**src/rtl/unit_arbiter.sv**
```systemverilog
// unit_arbiter: shares one ALU and one MEM unit among N_THREADS threads,
// each unit class with its own independent round-robin arbiter.
//   clk, rst (async, active-low)
//   thr_sel[2*i +: 2]         thread i request: 0 none, 1 ALU, 2 MEM (3 = none)
//   thr_ctrl[i*WORD_W +: W]   thread i control word
//   thr_in[(2*i+j)*WORD_W]    thread i operand j
//   thr_done[i], thr_out[i]   one-cycle completion pulse and result (0 when not done)
//   alu_ctrl/alu_in/alu_out   shared ALU; operand j at alu_in[j*WORD_W +: WORD_W]
//   mem_ctrl/mem_in/mem_out   shared MEM; same operand packing
module unit_arbiter #(
    parameter int N_THREADS = 4,
    parameter int WORD_W    = 32,
    parameter int ALU_LAT   = 0,
    parameter int MEM_LAT   = 1
) (
    input  logic                            clk,
    input  logic                            rst,
    input  logic [2*N_THREADS-1:0]          thr_sel,
    input  logic [N_THREADS*WORD_W-1:0]     thr_ctrl,
    input  logic [2*N_THREADS*WORD_W-1:0]   thr_in,
    output logic [N_THREADS-1:0]            thr_done,
    output logic [N_THREADS*WORD_W-1:0]     thr_out,
    output logic [WORD_W-1:0]               alu_ctrl,
    output logic [2*WORD_W-1:0]             alu_in,
    input  logic [WORD_W-1:0]               alu_out,
    output logic [WORD_W-1:0]               mem_ctrl,
    output logic [2*WORD_W-1:0]             mem_in,
    input  logic [WORD_W-1:0]               mem_out
);
    localparam logic [1:0] SEL_ALU = 2'd1;
    localparam logic [1:0] SEL_MEM = 2'd2;

    logic [N_THREADS-1:0] alu_req, mem_req, alu_done, mem_done;

    for (genvar i = 0; i < N_THREADS; i++) begin : g_thr
        assign alu_req[i] = thr_sel[2*i +: 2] == SEL_ALU;
        assign mem_req[i] = thr_sel[2*i +: 2] == SEL_MEM;
        // A thread requests one unit at a time, so at most one done source is live.
        assign thr_out[i*WORD_W +: WORD_W] = alu_done[i] ? alu_out : (mem_done[i] ? mem_out : '0);
    end

    assign thr_done = alu_done | mem_done;

    unit_arbiter_rr #(.N(N_THREADS), .W(WORD_W), .LAT(ALU_LAT)) u_alu (
        .clk       (clk),
        .rst       (rst),
        .req       (alu_req),
        .thr_ctrl  (thr_ctrl),
        .thr_in    (thr_in),
        .done      (alu_done),
        .unit_ctrl (alu_ctrl),
        .unit_in   (alu_in)
    );

    unit_arbiter_rr #(.N(N_THREADS), .W(WORD_W), .LAT(MEM_LAT)) u_mem (
        .clk       (clk),
        .rst       (rst),
        .req       (mem_req),
        .thr_ctrl  (thr_ctrl),
        .thr_in    (thr_in),
        .done      (mem_done),
        .unit_ctrl (mem_ctrl),
        .unit_in   (mem_in)
    );
endmodule

// unit_arbiter_rr: round-robin arbiter and latency tracker for one shared unit.
//   req[i]      thread i wants this unit
//   done[i]     one-hot completion pulse for thread i
//   unit_ctrl   selected thread's control word (0 when idle or in reset)
//   unit_in     selected thread's two operands (0 when idle or in reset)
module unit_arbiter_rr #(
    parameter int N   = 4,
    parameter int W   = 32,
    parameter int LAT = 0
) (
    input  logic               clk,
    input  logic               rst,
    input  logic [N-1:0]       req,
    input  logic [N*W-1:0]     thr_ctrl,
    input  logic [2*N*W-1:0]   thr_in,
    output logic [N-1:0]       done,
    output logic [W-1:0]       unit_ctrl,
    output logic [2*W-1:0]     unit_in
);
    localparam int PW = $clog2(N);
    localparam int CW = $clog2(LAT + 1) + 1;

    typedef enum logic {IDLE, BUSY} state_t;

    state_t          state_q, state_d;
    logic [PW-1:0]   owner_q, owner_d, rr_ptr_q, rr_ptr_d, win, src;
    logic [CW-1:0]   count_q, count_d;
    logic            found, drive;

    function automatic logic [PW-1:0] next_ptr(input logic [PW-1:0] p);
        return (int'(p) == N - 1) ? '0 : p + PW'(1);
    endfunction

    // First requester at or after rr_ptr, wrapping modulo N.
    always_comb begin : scan
        int idx;
        found = 1'b0;
        win   = rr_ptr_q;
        idx   = 0;
        for (int k = 0; k < N; k++) begin
            idx = int'(rr_ptr_q) + k;
            if (idx >= N) idx = idx - N;
            if (!found && req[idx]) begin
                found = 1'b1;
                win   = PW'(idx);
            end
        end
    end

    always_comb begin
        state_d  = state_q;
        owner_d  = owner_q;
        rr_ptr_d = rr_ptr_q;
        count_d  = count_q;
        done     = '0;
        drive    = 1'b0;
        src      = owner_q;
        if (state_q == BUSY) begin
            drive   = 1'b1;
            count_d = count_q - CW'(1);
            if (count_q == CW'(1)) begin
                done[owner_q] = 1'b1;
                rr_ptr_d      = next_ptr(owner_q);
                state_d       = IDLE;
            end
        end else if (found) begin
            drive = 1'b1;
            src   = win;
            if (LAT == 0) begin
                done[win] = 1'b1;
                rr_ptr_d  = next_ptr(win);
            end else begin
                owner_d = win;
                count_d = CW'(LAT);
                state_d = BUSY;
            end
        end
        // Outputs are forced low for the whole reset window, not just after the edge.
        done = rst ? done : '0;
    end

    assign unit_ctrl = (drive && rst) ? thr_ctrl[int'(src)*W +: W] : '0;
    assign unit_in   = (drive && rst) ? thr_in[2*int'(src)*W +: 2*W] : '0;

    always_ff @(posedge clk or negedge rst) begin
        if (!rst) begin
            state_q  <= IDLE;
            owner_q  <= '0;
            rr_ptr_q <= '0;
            count_q  <= '0;
        end else begin
            state_q  <= state_d;
            owner_q  <= owner_d;
            rr_ptr_q <= rr_ptr_d;
            count_q  <= count_d;
        end
    end
endmodule

```
**config.mk**
```make
export PLATFORM = sky130hd
export DESIGN_NAME = unit_arbiter
export DESIGN_NICKNAME = d
export VERILOG_FILES = /design/src/rtl/unit_arbiter.sv
export SDC_FILE = /design/constraint.sdc
export NUM_CORES = 1
export LEC_CHECK = 0
export BUFFER_PORTS_ARGS = -buffer_cell sky130_fd_sc_hd__buf_2
export CORE_AREA = 2 2 306 308
export CTS_BUF_LIST = sky130_fd_sc_hd__clkbuf_8
export CTS_CLUSTER_DIAMETER = 200
export CTS_CLUSTER_SIZE = 25
export DETAILED_ROUTE_END_ITERATION = 12
export DIE_AREA = 0 0 308 310
export PLACE_DENSITY_LB_ADDON = 0.25
export SLEW_MARGIN = 25
export SYNTH_ARGS = -nofsm -noshare
export SYNTH_HDL_FRONTEND = slang
export SYNTH_SLANG_ARGS = --single-unit
```
**constraint.sdc**
```tcl
create_clock -name clk -period 3.1 [get_ports clk]
set_input_delay 0.62 -clock clk [delete_from_list [all_inputs] [get_ports clk]]
set_output_delay 0.62 -clock clk [all_outputs]
set_load 0.005 [all_outputs]
```
---- Yosys cells after proc, flatten, opt, wreduce, memory -nomap -nowiden ----
Index checks and enable logic that the tools add are counted.
cells by class
  $add $sub $neg .......................... 18
  order comparisons ....................... 20
  eq/ne operators ......................... 12
  shift operators ......................... 4
  mux-type cells .......................... 90
  bitwise logic cells ..................... 1
  reduce and logical (&&, ||, !) cells .... 20
operators by type and width
  kind                                                                           count
  32-bit 2-to-1 mux                                                              18
  256-bit by 9-bit indexed part select with 64-bit output                        2
  32-bit by 4-bit less-than comparator with 1-bit output, second input constant  8
  128-bit by 8-bit indexed part select with 32-bit output                        2
  32-bit by 4-bit >= comparator with 1-bit output, second input constant         6
  32-bit by 4-bit subtractor with 32-bit output, second input constant           6
  64-bit 2-to-1 mux                                                              2
  2-bit 2-to-1 mux                                                               19
  1-bit 2-to-1 mux                                                               35
  4-bit 2-to-1 mux                                                               6
  1-bit binary-select mux with 2-bit select                                      8
  2-bit by 1-bit equality test with 1-bit output, second input constant          7
  2-bit by 2-bit adder with 3-bit output, second input constant                  4
  1-bit logical AND                                                              10
  2-bit equality test, second input constant                                     4
  2-bit by 3-bit subtractor with 4-bit output, second input constant             2
  2-bit by 1-bit adder with 3-bit output, second input constant                  2
  2-bit by 3-bit >= comparator with 1-bit output, second input constant          2
  1-bit zero test                                                                6
  2-bit by 3-bit less-than comparator with 1-bit output, second input constant   2
  2-bit by 1-bit adder with 2-bit output, second input constant                  2
  1-bit demux with 2-bit select                                                  2
  2-bit by 1-bit >= comparator with 1-bit output, second input constant          2
  4-bit bitwise OR                                                               1
  5 further kinds                                                                7
storage, ports and cells
  register bits after elaboration ......... 11
  input bits .............................. 458
  output and inout port bits .............. 324
  word-level logic and storage cells ...... 172

---- Depth between registers and ports, before layout ----
Gate-level depths: netlist (run 1).
  depth after elaboration ................. 23
  gate-level depth with buffers ........... 12

---- By module ----
Synthesis (run 1) repeated with hierarchy kept, for this count alone.
second synthesis, totals
  cell total of the unflattened synthesis .. 1369
  area, all modules ....................... 9557.9 um^2
by module, submodules not included
  module                   times used  cells each  area each (um^2)  seq. area each (um^2)
  unit_arbiter_rr (u_alu)  1           627         4341.7            100.1
  unit_arbiter_rr (u_mem)  1           389         3387.0            175.2
  unit_arbiter             1           353         1829.3            0.0

---- Worst setup path before layout (run 1) ----
No wires, ideal clock.
  path kind ............................... input to output
  start ................................... input port thr_sel[1]
  end ..................................... output port thr_out[100]
  arrival ................................. 2.609 ns
  slack ................................... -0.129 ns
  cell stages on the path ................. 12
  buffers on the path ..................... 4
  cell sequence ........................... nand2b_1 > o221ai_1 > and3_1 > buf_6 > inv_6 > clkbuf_1 > ha_1 > and3_1 > clkbuf_1 > clkbuf_1 > nand2_1 > o21ai_0
on the way
  longest elaborated chain between the ends .. 22
ends and longest elaborated chain
  item                                                                                                                                           line  source
  start, declared                                                                                                                                18    input logic [2*N_THREADS-1:0] thr_sel,
  2-bit by 1-bit equality test with 1-bit output *                                                                                               36    assign alu_req[i] = thr_sel[2*i +: 2] == SEL_ALU;
  1-bit binary-select mux with 2-bit select                                                                                                      109   if (!found && req[idx]) begin
  1-bit 2-to-1 mux (not written as such) (2 in a row)                                                                                            109
  1-bit 2-to-1 mux                                                                                                                               109
  1-bit zero test                                                                                                                                109
  1-bit logical AND                                                                                                                              109
  1-bit 2-to-1 mux                                                                                                                               109
  1-bit zero test                                                                                                                                109
  (+5 left out)                                                                                                                                  -
  2-bit by 3-bit less-than comparator with 1-bit output (not written as such) or 2-bit by 1-bit >= comparator with 1-bit output (tied branches)  136   done[win] = 1'b1;
  1-bit logical AND (not written as such)                                                                                                        136
  1-bit 2-to-1 mux (not written as such)                                                                                                         136
  1-bit demux with 2-bit select                                                                                                                  -
  4-bit 2-to-1 mux *                                                                                                                             132   end else if (found) begin
  4-bit 2-to-1 mux *                                                                                                                             124   if (state_q == BUSY) begin
  4-bit 2-to-1 mux *                                                                                                                             145   done = rst ? done : '0;
  32-bit 2-to-1 mux *                                                                                                                            39    assign thr_out[i*WORD_W +: WORD_W] = alu_done[i] ? alu_out : (mem_done[i] ? mem_out : '0);
  end, declared                                                                                                                                  22    output logic [N_THREADS*WORD_W-1:0] thr_out,
Mark *: on every way between the ends. The rest lies on a longest branch, timed or not. The select of a mux whose other input is x is not followed.

---- Worst setup path after layout (run 1) ----
  start ................................... input port thr_sel[2]
  end ..................................... output port mem_in[47]
on the way
  longest elaborated chain between the ends .. 18
ends and longest elaborated chain
  item                                                                                          line  source
  2-bit equality test *                                                                         37    assign mem_req[i] = thr_sel[2*i +: 2] == SEL_MEM;
  1-bit binary-select mux with 2-bit select                                                     109
  1-bit 2-to-1 mux (not written as such) (2 in a row)                                           109
  1-bit 2-to-1 mux                                                                              109
  1-bit zero test                                                                               109
  1-bit logical AND                                                                             109
  1-bit 2-to-1 mux                                                                              109
  1-bit zero test                                                                               109
  1-bit logical AND                                                                             109
  1-bit 2-to-1 mux                                                                              109
  1-bit zero test                                                                               109
  1-bit logical AND                                                                             109
  2-bit 2-to-1 mux or 1-bit 2-to-1 mux (tied branches)                                          109
  2-bit 2-to-1 mux or 1-bit 2-to-1 mux (tied branches)                                          132
  2-bit 2-to-1 mux or 1-bit 2-to-1 mux (tied branches)                                          124
  256-bit by 9-bit indexed part select with 64-bit output or 1-bit logical AND (tied branches)  149   assign unit_in = (drive && rst) ? thr_in[2*int'(src)*W +: 2*W] : '0;
  64-bit 2-to-1 mux *                                                                           149
  end, declared                                                                                 27    output logic [2*WORD_W-1:0] mem_in,
Marks and branches as above.

==> results of run 1 <==
sequential cells by signal, indices dropped and copies added (netlist names):
name and flops:
u_alu.count_q 1, u_alu.rr_ptr_q 2, u_alu.state_q 1, u_mem.count_q 2
u_mem.owner_q 2, u_mem.rr_ptr_q 2, u_mem.state_q 1
timing repair:
item                                    CTS  global route
setup buffers                            27            41
cloned                                   15            30
pin swaps                                11            62
gates resized for setup                 163           333
endpoints found under the setup margin  269           323
synthesized netlist by cell type, types with 2 or more instances:
cell      number  share of area, %
nand2_1      550                23
nand3_1        2              0.11
o22ai_1      100               7.0
inv_1          6              0.25
buf_4          5              0.42
buf_2         48               2.7
nand2b_1       8              0.56
dfrtp_1       11               3.1
a211oi_2      40               5.6
buf_1          4              0.17
a22oi_2        2              0.28
ha_1           6              0.85
or2_2          3              0.21
clkbuf_2       5              0.28
a21boi_0       2              0.17
a41oi_2        2              0.37
nor2b_1        7              0.49
o21ai_0       97               5.5
and3_1       100               7.0
nor2_1       100               4.2
clkbuf_1      82               3.5
a211oi_1      56               4.7
buf_6          6              0.76
a21oi_1        6              0.34
a22o_1         2              0.20
nand4_1        2              0.14
and2_1         5              0.35
mux2i_1      225                25
layer usage:
metal  vias to the layer above  track usage (%)  share of wire (%)
met4                        28            2.768                2.2
met2                       723            24.58                 48
met3                       136            3.406                7.7
met1                      7288            17.14                 42
li1                       7156                -                  -
met5                         -                0               0.23
per-stage QoR:
step	util (%)	setup slack, ns	area (um^2)
after floorplan	-	0.04568	8887
after CTS	18.60	-0.1907	17200
final	21.06	-0.1913	19470
after global routing	21.03	-0.2640	19450
after global placement	16.96	-0.3704	15680
after detailed placement	16.96	-0.3655	15680
area by class of cell:
class	count	area (um^2)
Sequential cell	11	277.8
Fill cell	10570	73010
Inverter	7	38.79
Clock inverter	1	3.754
Timing Repair Buffer	1075	8147
Antenna cell	10	25.02
Clock buffer	3	41.29
Multi-Input combinational cell	1335	9444
Tap cell	1197	1498
worst max-delay path: stages:
cell,delay (ns)
buf_8,0.10
nand2b_4,0.14
o311a_1,0.34
a22oi_2,0.19
buf_6,0.15
buf_12,0.16
buf_12,0.14
buf_12,0.14
buf_12,0.15
mux2i_4,0.25
o22ai_2,0.12
buf_2,0.14
cell families (layout without fill, tap and decap cells):
group,count (synthesis),count (layout)
other,0,10
AND/OR/NAND/NOR,782,782
buffers and inverters,157,1086
adder cells (fa/ha/maj),6,6
multiplexers,226,226
XOR/XNOR,1,1
flip-flops,11,11
AO/OA/AOI/OAI,320,320
power by group through the flow:
stage	Combinational [mW]	Clock (mW)	Sequential (mW)
3_3_place_gp	9.37	0	0.276
2_1_floorplan	4.60	0	0.248
4_1_cts	11.1	0.150	0.275
3_5_place_dp	9.31	0	0.274
5_1_grt	13.9	0.158	0.287
6_report	13.1	0.146	0.277
placed cells by master, fill, tap and decap left out, types with 9 or more instances in the layout:
cell	netlist	final
buf_8	0	25
and3_4	0	13
buf_12	0	64
o21ai_2	0	9
nor2_1	100	82
nand2_1	550	532
nand2_2	0	10
diode_2	0	10
a211oi_1	56	13
clkbuf_16	0	21
o21ai_0	97	70
mux2i_2	0	29
o22ai_4	0	16
buf_16	0	14
o22ai_2	0	39
mux2i_1	225	179
mux2i_4	0	17
buf_6	6	65
buf_2	48	761
a211oi_2	40	76
and3_1	100	86
nor2_2	0	13
o21ai_1	0	16
o22ai_1	100	45
buf_4	5	121
dfrtp_1	11	9
worst paths after layout:
path                                            endpoint  slack, ns  depth (start not counted)
setup / recovery                              mem_in[47]      -0.19                         12
hold / removal                u_mem.owner_q[0]$_DFF_PN0_       0.24                          1
setup reg to reg           u_alu.rr_ptr_q[0]$_DFFE_PN0P_       1.18                          8
hold reg to reg             u_mem.count_q[1]$_DFFE_PN0N_       0.49                          1
max in group asynchronous  u_alu.rr_ptr_q[1]$_DFFE_PN0P_       2.45                          2
min in group clk            u_mem.count_q[1]$_DFFE_PN0N_       0.49                          1
==> flow_summary.toml, run 1 <==
[synth]
synth_fa_ha_area_share_pct = 0.8452
synth_top_family_by_area = "simple AND/OR/NAND/NOR gates"
syn_inst = 1503
syn-cell-area_um2 = 8882
ys.flop_type = "dfrtp_1"
synth-seq-area-share_pct = 3.099
muxShareOfSynthArea_pct = 25.48
async_flop_share_pct = 100.0
synthXorXnorAreaFrac_pct = 0.09861
syn-num-nets = 1967
synth_seq_cells = 11
yosys_warnings = 0
synth_compound_area_share_pct = 25.57
synth_edf_count = 0
synthSimpleGateAreaFrac_pct = 36.75
ys_types = 49
synth_area_per_cell_um2 = 5.910

[layout]
final_cells = 3639
nets = 2897
drive_above_1_share_pct = 55.96
area_growth_pct = 119.3

[grt]
grt_pass1_vias = 14600
grt_pass1_wl_um = 100500
overflow = 0
grtUsageTotal_pct = 13.94
antenna_found_initial = 22
grt_max_degree = 49

[sta]
setup-violations-final = 237
finalCritPeriodShare_pct = 106.2
finalHoldViolCount = 0
hold-worst-slack_ns = 0.2435
rsz0062_at_grt = "yes"
tns_ns = -16.27
fmax_ghz = 0.3038
period_minus_slack_ns = 3.291
report.final.slew_viol_count = 0
worst_pin_slew_ns = 0.4022
fin_ws_ns = -0.1913
fin_skew_ns = 0.003631
maxSlewHeadroom_pct = 72.42

[clock_tree]
postCtsHoldBufs = 0
htreeDepth = 1
cts-buffers-inserted = 3
clock_sinks = 11
cts_max_path_buffers = 2
clk_pin_slew_ns = 0.05
clkLatencyLatePin_ns = 0.24
cts-root-buf = "clkbuf_8"
cts_tree = "yes"

[critical_path]
r2r-start = "u_alu.rr_ptr_q[1]$_DFFE_PN0P_"
critPathCaptureType = "primary output"
crit_start = "thr_sel[2]"
cp.required_ns = 2.48
path_max_fanout = 8
critPathArrivalTime_ns = 2.67
critPathLaunchType = "input pin"
critical_path_class = "in2out"

[power]
power_frac_comb_pct = 96.9
p_int_mw = 6.980
p_seq_share_pct = 2.0
clockPowerShare_pct = 1.1
p_leak_nw = 9.941
peakVddDrop_mv = 0.2972
switching_share_pct = 48.48
switching_power_mw = 6.569
power_density_nw_per_um2 = 695.7
p_total_mw = 13.55

[route]
drt_iter0_drc = 1006
ant_nets = 0
firstDrtPassIters = 5
drt-total-wl_um = 81780
drc_errors = 0
num_vias = 15330
wl_per_cell_um = 22.47
vias_per_cell = 4.213

[placed_design]
portBuffers = 781
dpl.cell_count = 3520
gp_congestion = 0.8781
place_hpwl_um = 57710

[floorplan]
fp.dieH_um = 310
core_um2 = 92490
die-area_um2 = 95480
row_count = 112
fp.dieW_um = 308
start_util_pct = 9.604
ios = 782

[flow_run]
maxCapViolations = 0

[run_status]
status = "complete, but fails checks"
violations = "negative setup slack"

[hold_path]
min_path_type = "in2async"
(Power assumes the default switching activity.)
==> inputs of run 2 (changes only) <==
Settings changed: BUFFER_PORTS_ARGS -buffer_cell sky130_fd_sc_hd__buf_2 to -buffer_cell sky130_fd_sc_hd__clkbuf_2.
==> run 2 against run 1 <==
Against the previous run:
- the run still ends with negative setup slack left
- routed wire length rose by 7.7%
- die area unchanged
- clock skew rose by 0.0013 ns
- critical path type unchanged
- design area is 5.4% higher
==> flow_summary.toml, run 2 (synthesized netlist as in run 1, its figures left out) <==
[clock_tree]
clock_sinks = 11
cts_max_path_buffers = 2
clkLatencyLatePin_ns = 0.25
cts_tree = "yes"
htreeDepth = 1
cts-buffers-inserted = 3
cts-root-buf = "clkbuf_8"
clk_pin_slew_ns = 0.05

[critical_path]
critPathLaunchType = "input pin"
cp_slowest_cell = "or3_1"
r2r-start = "u_alu.rr_ptr_q[1]$_DFFE_PN0P_"
critPathCaptureType = "primary output"
reg2reg_to = "u_alu.rr_ptr_q[1]$_DFFE_PN0P_"
cp.required_ns = 2.48
path_cells = "buf_12 -> nor2b_4 -> or3_1 -> a32o_2 -> buf_6 -> a41oi_4 -> buf_12 -> buf_6 -> buf_16 -> buf_12 -> o22ai_4 -> buf_2"
cpPeakStageDelay_ns = 0.34
critical_path_class = "in2out"
cpMostUsedCell = "buf_12"
r2r_slack_ns = 1.26
rr_worst_depth = 7
path_max_fanout = 7
critPathArrivalTime_ns = 2.65
crit_start = "thr_sel[7]"
endpoint = "mem_ctrl[6]"

[grt]
grt_pass1_wl_um = 107500
overflow = 0
antenna_found_initial = 17
grt_pass1_vias = 14910
grt_max_degree = 42
grtUsageTotal_pct = 15.21

[run_status]
status = "complete, but fails checks"
violations = "negative setup slack"

[floorplan]
ios = 782
die-area_um2 = 95480
row_count = 112
core_um2 = 92490
start_util_pct = 9.604
fp.dieH_um = 310
fp.dieW_um = 308

[sta]
maxSlewHeadroom_pct = 77.44
rsz0062_at_grt = "yes"
finalCritPeriodShare_pct = 105.6
finalHoldViolCount = 0
fin_skew_ns = 0.004945
fmax_ghz = 0.3055
worst_pin_slew_ns = 0.3319
setup-violations-final = 268
report.final.slew_viol_count = 0
hold-worst-slack_ns = 0.2666
period_minus_slack_ns = 3.273
fin_ws_ns = -0.1730

[placed_design]
place_hpwl_um = 57100
portBuffers = 781
dpl.cell_count = 3533
gp_congestion = 0.8855
placed_area_um2 = 15760

[route]
num_vias = 15820
drt_iter0_drc = 963
firstDrtPassIters = 8
vias_per_cell = 4.306
drt-total-wl_um = 88110
wl_per_cell_um = 23.98
ant_nets = 0
drc_errors = 0

[layout]
design_area_um2 = 20520
drive_above_1_share_pct = 56.73
final_common_cell = "clkbuf_2"
area_growth_pct = 131.0
final_cells = 3674
mostFrequentLayoutCells = "638 x clkbuf_2, 523 x nand2_1, 190 x mux2i_1"
nets = 2938

[power]
peakVddDrop_mv = 0.3001
power_density_nw_per_um2 = 717.9
p_leak_nw = 10.41
p_total_mw = 14.73

[flow_run]
maxCapViolations = 0

[hold_path]
min_path_type = "in2async"
-- run 2: cell types whose count changed in the layout (fill, tap and decap cells not counted), moves of 10 or more --
cell | before | now
and3_1 | 86 | 75
and3_4 | 13 | 25
clkbuf_16 | 21 | 31
mux2i_1 | 179 | 190
a211oi_1 | 13 | 0
buf_2 | 761 | 123
buf_16 | 14 | 40
o22ai_1 | 45 | 55
clkbuf_2 | 0 | 638
-- run 2: worst min-delay path by stage --
stage | endpoint | depth (start not counted)
final | u_mem.owner_q[0]$_DFF_PN0_ | 1
after global routing | u_mem.owner_q[0]$_DFF_PN0_ | 1
after CTS | u_mem.owner_q[0]$_DFF_PN0_ | 1
after detailed placement | u_mem.count_q[1]$_DFFE_PN0N_ | 1
after global placement | u_mem.count_q[0]$_DFFE_PN0N_ | 1
after floorplan | u_alu.count_q$_DFFE_PN0P_ | 0
-- run 2: where the power goes --
| part | internal [mW] | leakage (nW) | total [mW] | switching [mW] |
|---|---|---|---|---|
| clock network | 0.0877 | 0.0269 | 0.153 | 0.0657 |
| registers | 0.201 | 0.131 | 0.278 | 0.0770 |
| logic | 7.41 | 10.3 | 14.3 | 6.89 |
| total | 7.70 | 10.4 | 14.7 | 7.03 |
-- run 2: layout make-up --
type                            instances  area [um^2]
Clock inverter                          1        3.754
Timing Repair Buffer                 1115         9204
Multi-Input combinational cell       1336         9450
Clock buffer                            3        41.29
Antenna cell                            4        10.01
Tap cell                             1197         1498
Fill cell                           10470        71970
Sequential cell                        11        277.8
Inverter                                7        33.78
-- run 2: what timing repair did --
action	CTS	global route
pin swaps	21	66
buffers inserted	45	36
resized for setup	290	398
cloned	33	33
endpoints found under the setup margin	308	322
hold buffers	0	0
-- run 2: metrics by stage --
step	setup TNS, ns	setup slack, ns	util, %
floorplan	0	0.04568	-
global placement	-36.10	-0.4125	17.03
detailed placement	-32.18	-0.3927	17.03
CTS	-20.45	-0.1663	20.05
global route	-48.04	-0.2650	22.18
finish	-21.46	-0.1730	22.18
-- run 2: critical path: cells and delay by family --
kind            cells  cell delay, ns
simple gates        2            0.46
buf+inv             7            0.93
compound gates      3            0.59
-- run 2: metal layers --
metal	part of all wire, %	up-vias	wire [um]	global-route usage (%)
met2	48	774	42570	26.57
met3	7.3	153	6449	3.515
met1	41	7625	36100	18.92
met5	0.15	-	134	0
li1	-	7249	-	-
met4	3.2	20	2853	3.313
